`src/rtl/npc_pc_unit.sv`:
```
// ---------------------------------------------------------------------------
// npc_pc_unit
//
// Program-counter stage. Holds the fetch PC, computes the next PC from the
// NPCOp select, and advances once per retired instruction. It also tracks a
// small RUN/HALT/TRAP state machine and counts retired instructions so a
// bench can detect end-of-test.
//
// Optional build feature: define NPC_BNE_EN to decode NPCOp=3'b100 as BNE.
// Without it, 3'b100 falls back to PC+4 like every other unused encoding.
//
// Ports:
//   clk       in   system clock, rising edge
//   rst_n     in   asynchronous active-low reset
//   NPCOp     in   [2:0] next-PC select (000 PC4, 001 BEQ, 010 J/JAL,
//                  011 JR, 100 BNE when NPC_BNE_EN, others PC4)
//   Zero      in   ALU equality flag, used by the branch decision
//   imm16     in   [15:0] branch offset in words
//   target26  in   [25:0] jump index field
//   rs_data   in   [31:0] jr target
//   stall     in   hold PC; current instruction does not retire
//   halt_req  in   current instruction is a syscall/halt
//   pc        out  [31:0] current fetch address
//   pc_plus4  out  [31:0] pc+4, combinational (jal link value)
//   halted    out  registered HALT state flag
//   trap      out  registered TRAP state flag
//   trap_pc   out  [31:0] PC of the jr that faulted
//   instret   out  [INSTRET_W-1:0] retired-instruction count
//
// Control inputs are sampled on the rising edge; the state/pc/instret update
// uses the combinational next-state below and is visible after that edge.
// ---------------------------------------------------------------------------
module npc_pc_unit #(
  parameter logic [31:0] RESET_PC  = 32'h0000_3000,
  parameter int          INSTRET_W = 32
) (
  input  logic                 clk,
  input  logic                 rst_n,
  input  logic [2:0]           NPCOp,
  input  logic                 Zero,
  input  logic [15:0]          imm16,
  input  logic [25:0]          target26,
  input  logic [31:0]          rs_data,
  input  logic                 stall,
  input  logic                 halt_req,
  output logic [31:0]          pc,
  output logic [31:0]          pc_plus4,
  output logic                 halted,
  output logic                 trap,
  output logic [31:0]          trap_pc,
  output logic [INSTRET_W-1:0] instret
);

  localparam logic [2:0] OP_PC4 = 3'b000;
  localparam logic [2:0] OP_BEQ = 3'b001;
  localparam logic [2:0] OP_J   = 3'b010;
  localparam logic [2:0] OP_JR  = 3'b011;
  localparam logic [2:0] OP_BNE = 3'b100;

  localparam logic [INSTRET_W-1:0] INSTRET_ONE = {{(INSTRET_W-1){1'b0}}, 1'b1};

  typedef enum logic [1:0] {
    ST_RUN  = 2'd0,
    ST_HALT = 2'd1,
    ST_TRAP = 2'd2
  } state_t;

  state_t               state_q, state_d;
  logic [31:0]          pc_q, pc_d;
  logic [31:0]          trap_pc_q, trap_pc_d;
  logic [INSTRET_W-1:0] instret_q, instret_d;
  logic                 halted_q, trap_q;

  logic [31:0] branch_target;
  logic [31:0] npc;
  logic        jr_misaligned;

  // Word offset sign-extended and scaled to bytes; arithmetic wraps mod 2^32.
  assign pc_plus4      = pc_q + 32'd4;
  assign branch_target = pc_plus4 + {{14{imm16[15]}}, imm16, 2'b00};
  assign jr_misaligned = (NPCOp == OP_JR) && (rs_data[1:0] != 2'b00);

  always_comb begin
    npc = pc_plus4;
    case (NPCOp)
      OP_PC4: npc = pc_plus4;
      OP_BEQ: npc = Zero ? branch_target : pc_plus4;
      OP_J:   npc = {pc_plus4[31:28], target26, 2'b00};
      OP_JR:  npc = rs_data;
`ifdef NPC_BNE_EN
      OP_BNE: npc = Zero ? pc_plus4 : branch_target;
`else
      OP_BNE: npc = pc_plus4;
`endif
      default: npc = pc_plus4;
    endcase
  end

  // Next-state logic. Priority within RUN: stall, halt, jr fault, advance.
  // A stalled instruction is not retiring, so its halt_req and any jr fault
  // are deliberately ignored until it is presented again without stall.
  always_comb begin
    state_d   = state_q;
    pc_d      = pc_q;
    trap_pc_d = trap_pc_q;
    instret_d = instret_q;
    case (state_q)
      ST_RUN: begin
        if (stall) begin
          state_d = ST_RUN;
        end else if (halt_req) begin
          state_d   = ST_HALT;
          instret_d = instret_q + INSTRET_ONE;
        end else if (jr_misaligned) begin
          state_d   = ST_TRAP;
          trap_pc_d = pc_q;
        end else begin
          pc_d      = npc;
          instret_d = instret_q + INSTRET_ONE;
        end
      end
      ST_HALT: state_d = ST_HALT;
      ST_TRAP: state_d = ST_TRAP;
      default: state_d = ST_RUN;
    endcase
  end

  always_ff @(posedge clk or negedge rst_n) begin
    if (!rst_n) begin
      state_q   <= ST_RUN;
      pc_q      <= RESET_PC;
      trap_pc_q <= 32'h0;
      instret_q <= '0;
      halted_q  <= 1'b0;
      trap_q    <= 1'b0;
    end else begin
      state_q   <= state_d;
      pc_q      <= pc_d;
      trap_pc_q <= trap_pc_d;
      instret_q <= instret_d;
      halted_q  <= (state_d == ST_HALT);
      trap_q    <= (state_d == ST_TRAP);
    end
  end

  assign pc      = pc_q;
  assign halted  = halted_q;
  assign trap    = trap_q;
  assign trap_pc = trap_pc_q;
  assign instret = instret_q;

endmodule

```
`config.mk`:
```
export PLATFORM = sky130hd
export DESIGN_NAME = npc_pc_unit
export DESIGN_NICKNAME = d
export VERILOG_FILES = /design/src/rtl/npc_pc_unit.sv
export SDC_FILE = /design/constraint.sdc
export NUM_CORES = 1
export LEC_CHECK = 0
export BUFFER_PORTS_ARGS = -buffer_cell sky130_fd_sc_hd__clkbuf_2
export CAP_MARGIN = 40
export CORE_ASPECT_RATIO = 1.25
export CORE_MARGIN = 2
export CORE_UTILIZATION = 47
export CTS_CLUSTER_DIAMETER = 150
export DETAILED_ROUTE_END_ITERATION = 10
export PLACE_DENSITY_LB_ADDON = 0.1
export SYNTH_ARGS = -nofsm -noshare
export SYNTH_HDL_FRONTEND = slang
export SYNTH_SLANG_ARGS = --single-unit
```
`constraint.sdc`:
```
create_clock -name clk -period 3.45 [get_ports clk]
set_input_delay 0.69 -clock clk [delete_from_list [all_inputs] [get_ports clk]]
set_output_delay 0.69 -clock clk [all_outputs]
set_load 0.02 [all_outputs]
```
After elaboration in Yosys (flattened, before gate mapping). Cells that the tools add are included.

$add $sub $neg: 3. Eq/ne operators: 8. Mux-type cells: 8. Reduce and logical (&&, ||, !) cells: 6. Bitwise logic cells: 3.

Operator list (count): 2-to-1 mux 32 bit (3); case mux 32 bit (3 select lines) (1); adder 32 x 1 -> 32 bit, second input constant (1); adder 32 x 3 -> 32 bit, second input constant (1); adder 32 bit (1); AND reduction 4 bit (2); equality test 3 x 2 -> 1 bit, second input constant (2); 2-to-1 mux 2 bit (3); case mux 2 bit (3 select lines) (1); equality test 2 x 1 -> 1 bit, second input constant (2); equality test 2 bit, second input constant (2); equality test 3 x 1 -> 1 bit, second input constant (1); NOT 1 bit (3); AND reduction 3 bit (1); logical NOT 2 bit (1); != test 2 bit, second input constant (1); nonzero test 2 bit (1); logical AND 1 bit (1).

Output and inout bits: 130. Word-level logic and storage cells: 34. Flip-flop bits (word level): 100. Input bits: 82.

Logic depth before layout (Yosys ltp).
Depth after elaboration: 7. Mapped depth: 17. Mapped depth without buffers: 16.

Worst setup path after synthesis. OpenSTA, ideal clock, no wires.

Path type: reg2reg. Start point: register pc_q[2], in the netlist pc[2]. End point: register pc_q[27], in the netlist pc[27]. Stages on the path, launching flop included: 17. Library setup time: 0.119 ns. Clock period less this slack: 3.904 ns. Data required time: 3.331 ns. Path buffers: 0. Slack: -0.454 ns. Arrival time: 3.785 ns. Path through: dfrtp_1 > ha_1 > nand2_1 > nor4_1 > and3_1 > nand2_1 > xnor2_1 > ha_1 > a21o_1 > a211oi_1 > o2bb2ai_1 > a31oi_1 > a21oi_1 > o211a_1 > xor2_1 > o211ai_1 > o21a_1.

Cells in the longest elaborated chain, start to end: 4.

Ends and longest elaborated chain: start: declaration (line 69) `logic [31:0] pc_q, pc_d;`; start signal: assignment (line 138) `pc_q <= pc_d;`; adder 32 x 3 -> 32 bit (line 79) `assign pc_plus4 = pc_q + 32'd4;`; via pc_plus4[18] (line 47) `output logic [31:0] pc_plus4,`; adder 32 bit (line 80) `assign branch_target = pc_plus4 + {{14{imm16[15]}}, imm16, 2'b00};`; 2-to-1 mux 32 bit (line 87) `OP_BEQ: npc = Zero ? branch_target : pc_plus4;`; case mux 32 bit (3 select lines) (line 85) `case (NPCOp)`.

The timed path passes the listed nets, and every way through them passes these cells. A chain may end at the register's enable or synchronous reset.

Worst setup path in the final report.
Start point: register pc_q[7], in the netlist pc[7]. End point: register pc_q[20], in the netlist pc[20].

Cells in the longest elaborated chain, start to end: 4.

Ends and longest elaborated chain (line): adder 32 x 3 -> 32 bit (*) (79); adder 32 bit (80); 2-to-1 mux 32 bit (87); case mux 32 bit (3 select lines) (*) (85).

Every way passes the cells marked *; elsewhere a longest branch is shown, timed or not.

==> reports/results.env <==
CTS_MAX_PATH_BUFFERS=2
TIMING.CRITICAL_PATH.CELLS='nand4_1, buf_4, nor2_4, nand4_1, nor2_4, xor2_4, ha_4, a21o_1, buf_6, a221oi_4, o21a_1, o31a_1, o21ai_1, xnor2_1, nor2_1, a211o_1'
SYNTH-EDFF-COUNT=0
VIAS=7098
YOSYS.AREA.TOP_TYPE_SHARE_PCT=35.69
TIMING.CRITICAL_PATH.SLOWEST_STAGE_CELL='sky130_fd_sc_hd__dfrtp_2'
NETLIST-CELL-TYPE-COUNT=64
POST-SYNTH-TOP-AREA-CELL='sky130_fd_sc_hd__dfrtp_1'
DETAIL_ROUTE.WIRELENGTH_UM=23620
DRTITER0DRC=475
PLACE.GP.CONGESTION=1.007
ROUTEDWLPERCELL_UM=19.25
BOUNDARYPINS=212
INITIAL_ANTENNA_VIOLATION_COUNT=0
DP_HPWL_UM=18130
STARTPOINT_TYPE='register'
DR.PASS1.ITERS=7
TOTAL_LEAKAGE_POWER_uW=0.004799
DRV_SLEW=0
MAXCAPVIOLCOUNT=0
FINAL_ANTENNA_NET_COUNT=0
SYNTH.TOP_CELLS.BY_COUNT='sky130_fd_sc_hd__dfrtp_1, sky130_fd_sc_hd__nand2_1, sky130_fd_sc_hd__nor2_1'
ROUTE.DETAILED.VIAS_PER_INST=5.785
GRT.OVERFLOW.TOTAL=0
DOMINANT_CELL_BY_COUNT_IN_THE_SYNTHESIZED_NETLIST='sky130_fd_sc_hd__dfrtp_1'
INITIAL_UTILIZATION_PCT=47.89
SYNTH_FLOP_CELL='sky130_fd_sc_hd__dfrtp_1'
CTS-BUFFERS-INSERTED=9
CP-END-KIND='register'
FRACTION_OF_FINAL_LAYOUT_CELLS_SIZED_BEYOND_DRIVE_STRENGTH_1_PCT=44.23
FINAL_CRITICAL_PATH_SETUP_SLACK_NS=-0.09075
VIOLATED_CHECKS='negative setup slack'
FIRST_GLOBAL_VIAS=7306
RSZ0062_AT_GRT='yes'
WORSTPATHARRIVAL_NS=3.78
WORST_SKEW_PAIR.LATE_LATENCY_NS=0.35
CTS_SINKS=100
FINAL_PERIOD_MINUS_WORST_SETUP_SLACK_NS=3.541
MAXIMUM_CLOCK_FREQUENCY_MHz=282.4
HOLD_VIOL_FINAL=0
RUN_STATUS='complete, but fails checks'
ANTENNA-DIODE-COUNT=0
REGISTER_BIT_TOTAL_FROM_SYNTHESIS=100
HOLDBUFCOUNTCTS=0
FLOORPLAN.DIE_AREA_SQ_UM=15610
SYN_AVG_CELL_AREA_SQ_UM=9.124
TIMING.MAX_SLEW.REL_SLACK_PCT=44.27
BUFFER_PORTS.INSERTED=211
CORE_SQ_UM=14350
GRT_START_MAX_NET_PINS=66
POWER_DENSITY_nW_PER_UM2=710.2
TIMING.FINAL.CRIT_SHARE_PCT=102.6
CLOCKROOTBUFFER='sky130_fd_sc_hd__clkbuf_16'
AGGREGATE_NEGATIVE_SETUP_SLACK_NS=-0.2892
DESIGN.FINAL.NETS=1161
DIE_WIDTH_UM=112.1
WORST_HOLD_PATH_TYPE='primary input to async pin'
CRITICAL_PATH.MAX_FANOUT=4
SYN-NUM-NETS=870
SETUP_VIOL=7
TIGHTESTPINTRANSITION_NS=0.8359
NUM-FILL-CELLS=1186
PLACEMENT_ROW_COUNT=49
GRTUSAGETOTAL_PCT=29.75
FLOORPLAN.DIE.HEIGHT_UM=139.2
DRC_VIOLATIONS_LEFT=0
SYNTH-WARNING-COUNT=0
WORST_CLOCK_SKEW_NS=0.008209
SYNTH_SEQ_AREA_SHARE_PCT=36.46
IR_DROP_mV=0.3716
TIMING.CRITICAL_PATH.REQUIRED_NS=3.69
CTS.CLK_SLEW.WORST_PATHS_NS=0.08
NETLIST_INSTANCES=753
AREA.GROWTH.SYNTH_TO_FINAL_PCT=41.58
SYN-CELL-AREA_SQ_UM=6870
CRIT_TYPE='register to register'
GRT_FIRST_PASS_WIRELENGTH_UM=37510
SYNTH.TOP_CELLS.BY_AREA='sky130_fd_sc_hd__dfrtp_1, sky130_fd_sc_hd__xnor2_1, sky130_fd_sc_hd__ha_1'
CP_SLOWEST_STAGE_DELAY_NS=0.36
HTREE_LEVELS=3
HOLDWS_NS=0.4276
CTS_TREE='done'
YS_ASYNC_SR_FRACTION_PCT=100.0
flip-flops by register name (all words and copies together) (netlist names):
name and count:
instret 32, state_q 2, halted 1, pc 32
trap_pc 32, trap 1
final timing paths:
| kind | from | to | slack, ns | cells after the start |
|---|---|---|---|---|
| worst max-delay path | pc[7] | pc[20] | -0.09 | 16 |
| worst min-delay path | rst_n | trap_pc[29] | 0.43 | 1 |
| worst max register to register | pc[7] | pc[20] | -0.09 | 16 |
| worst min register to register | instret[31] | instret[31] | 0.47 | 1 |
| max in group asynchronous | rst_n | pc[12] | 2.16 | 2 |
| min in group clk | instret[31] | instret[31] | 0.47 | 1 |
what timing repair did:
item,4_1_cts,5_1_grt
buffers inserted,5,7
endpoints found under the setup margin,7,13
resized for setup,17,50
hold endpoints to repair,0,0
pin swaps,14,41
stage by stage:
stage          cell area, sq um  total power [uW]  util, %  worst slack, ns  instances
6_report                   9727              6908    67.80         -0.09075       1227
4_1_cts                    9460              6649    65.94         -0.01290       1221
5_1_grt                    9727              7299    67.80          -0.2641       1227
3_3_place_gp               9029              5438    62.93          0.01310       1200
3_5_place_dp               9029              5509    62.93         -0.07790       1200
2_1_floorplan              7183              4021        -        -0.005853        753
final cells by class:
class	count	area, sq um	share of cell area (%)
clock inverter	7	60.06	0.6174
sequential	100	2512	25.83
inverter	18	67.56	0.6946
clock buffer	9	225.2	2.315
multi-input combinational	598	4761	48.95
tap	178	222.7	2.290
timing repair buffer	317	1878	19.31
power breakdown:
group / internal (uW) / switching (uW)
Combinational: 1830 / 2400
Clock: 502 / 518
Sequential: 1390 / 258
metal layers:
| metal | up-vias | routed length [um] | GRT usage [%] |
|---|---|---|---|
| met3 | 41 | 1393 | 4.720 |
| li1 | 3314 | - | - |
| met1 | 3488 | 9915 | 38.46 |
| met4 | 0 | 518 | 10.21 |
| met2 | 255 | 11790 | 50.67 |
| met5 | - | 0 | 0 |
layout by cell type, fill, tap and decap left out, drive strengths merged, types with 3 or more instances in the layout:
cell type	Yosys	layout
nand3b	3	3
clkbuf	27	219
a21o	12	12
nand2	66	66
nor4	8	8
o21bai	5	5
and3	12	12
o21ai	45	45
nor3	11	11
xnor2	53	53
dfrtp	98	98
xor2	30	30
inv	18	20
o22ai	8	8
mux2	35	35
nand2b	7	7
a211oi	5	5
a21oi	48	48
and2	5	5
nand3	35	35
o21a	3	3
buf	10	107
o221ai	3	3
mux2i	24	24
and4	8	8
a221oi	14	14
nor2	63	63
clkinv	0	3
o32ai	5	5
a31oi	9	9
nand4	18	18
o211ai	3	3
ha	34	34
worst max-delay path: cells and delay by family, from the launching register on:
| kind | cells | cell delay [ns] |
|---|---|---|
| AOI/OAI and AO/OA | 6 | 1.25 |
| and+or+nand+nor | 5 | 0.82 |
| xor gates and xnor gates | 2 | 0.43 |
| DFF | 1 | 0.36 |
| buffers and inverters | 2 | 0.33 |
| adders and majority gates | 1 | 0.23 |
logic make-up after synthesis:
group	count (synthesis)	synth area share, %
compound gates	178	16.72
xor+xnor	83	10.58
fa+ha+maj	35	6.483
buf+inv	55	3.223
flops	100	36.46
mux	59	9.233
simple gates	243	17.30
No activity file was read; power rests on OpenSTA's default activity.
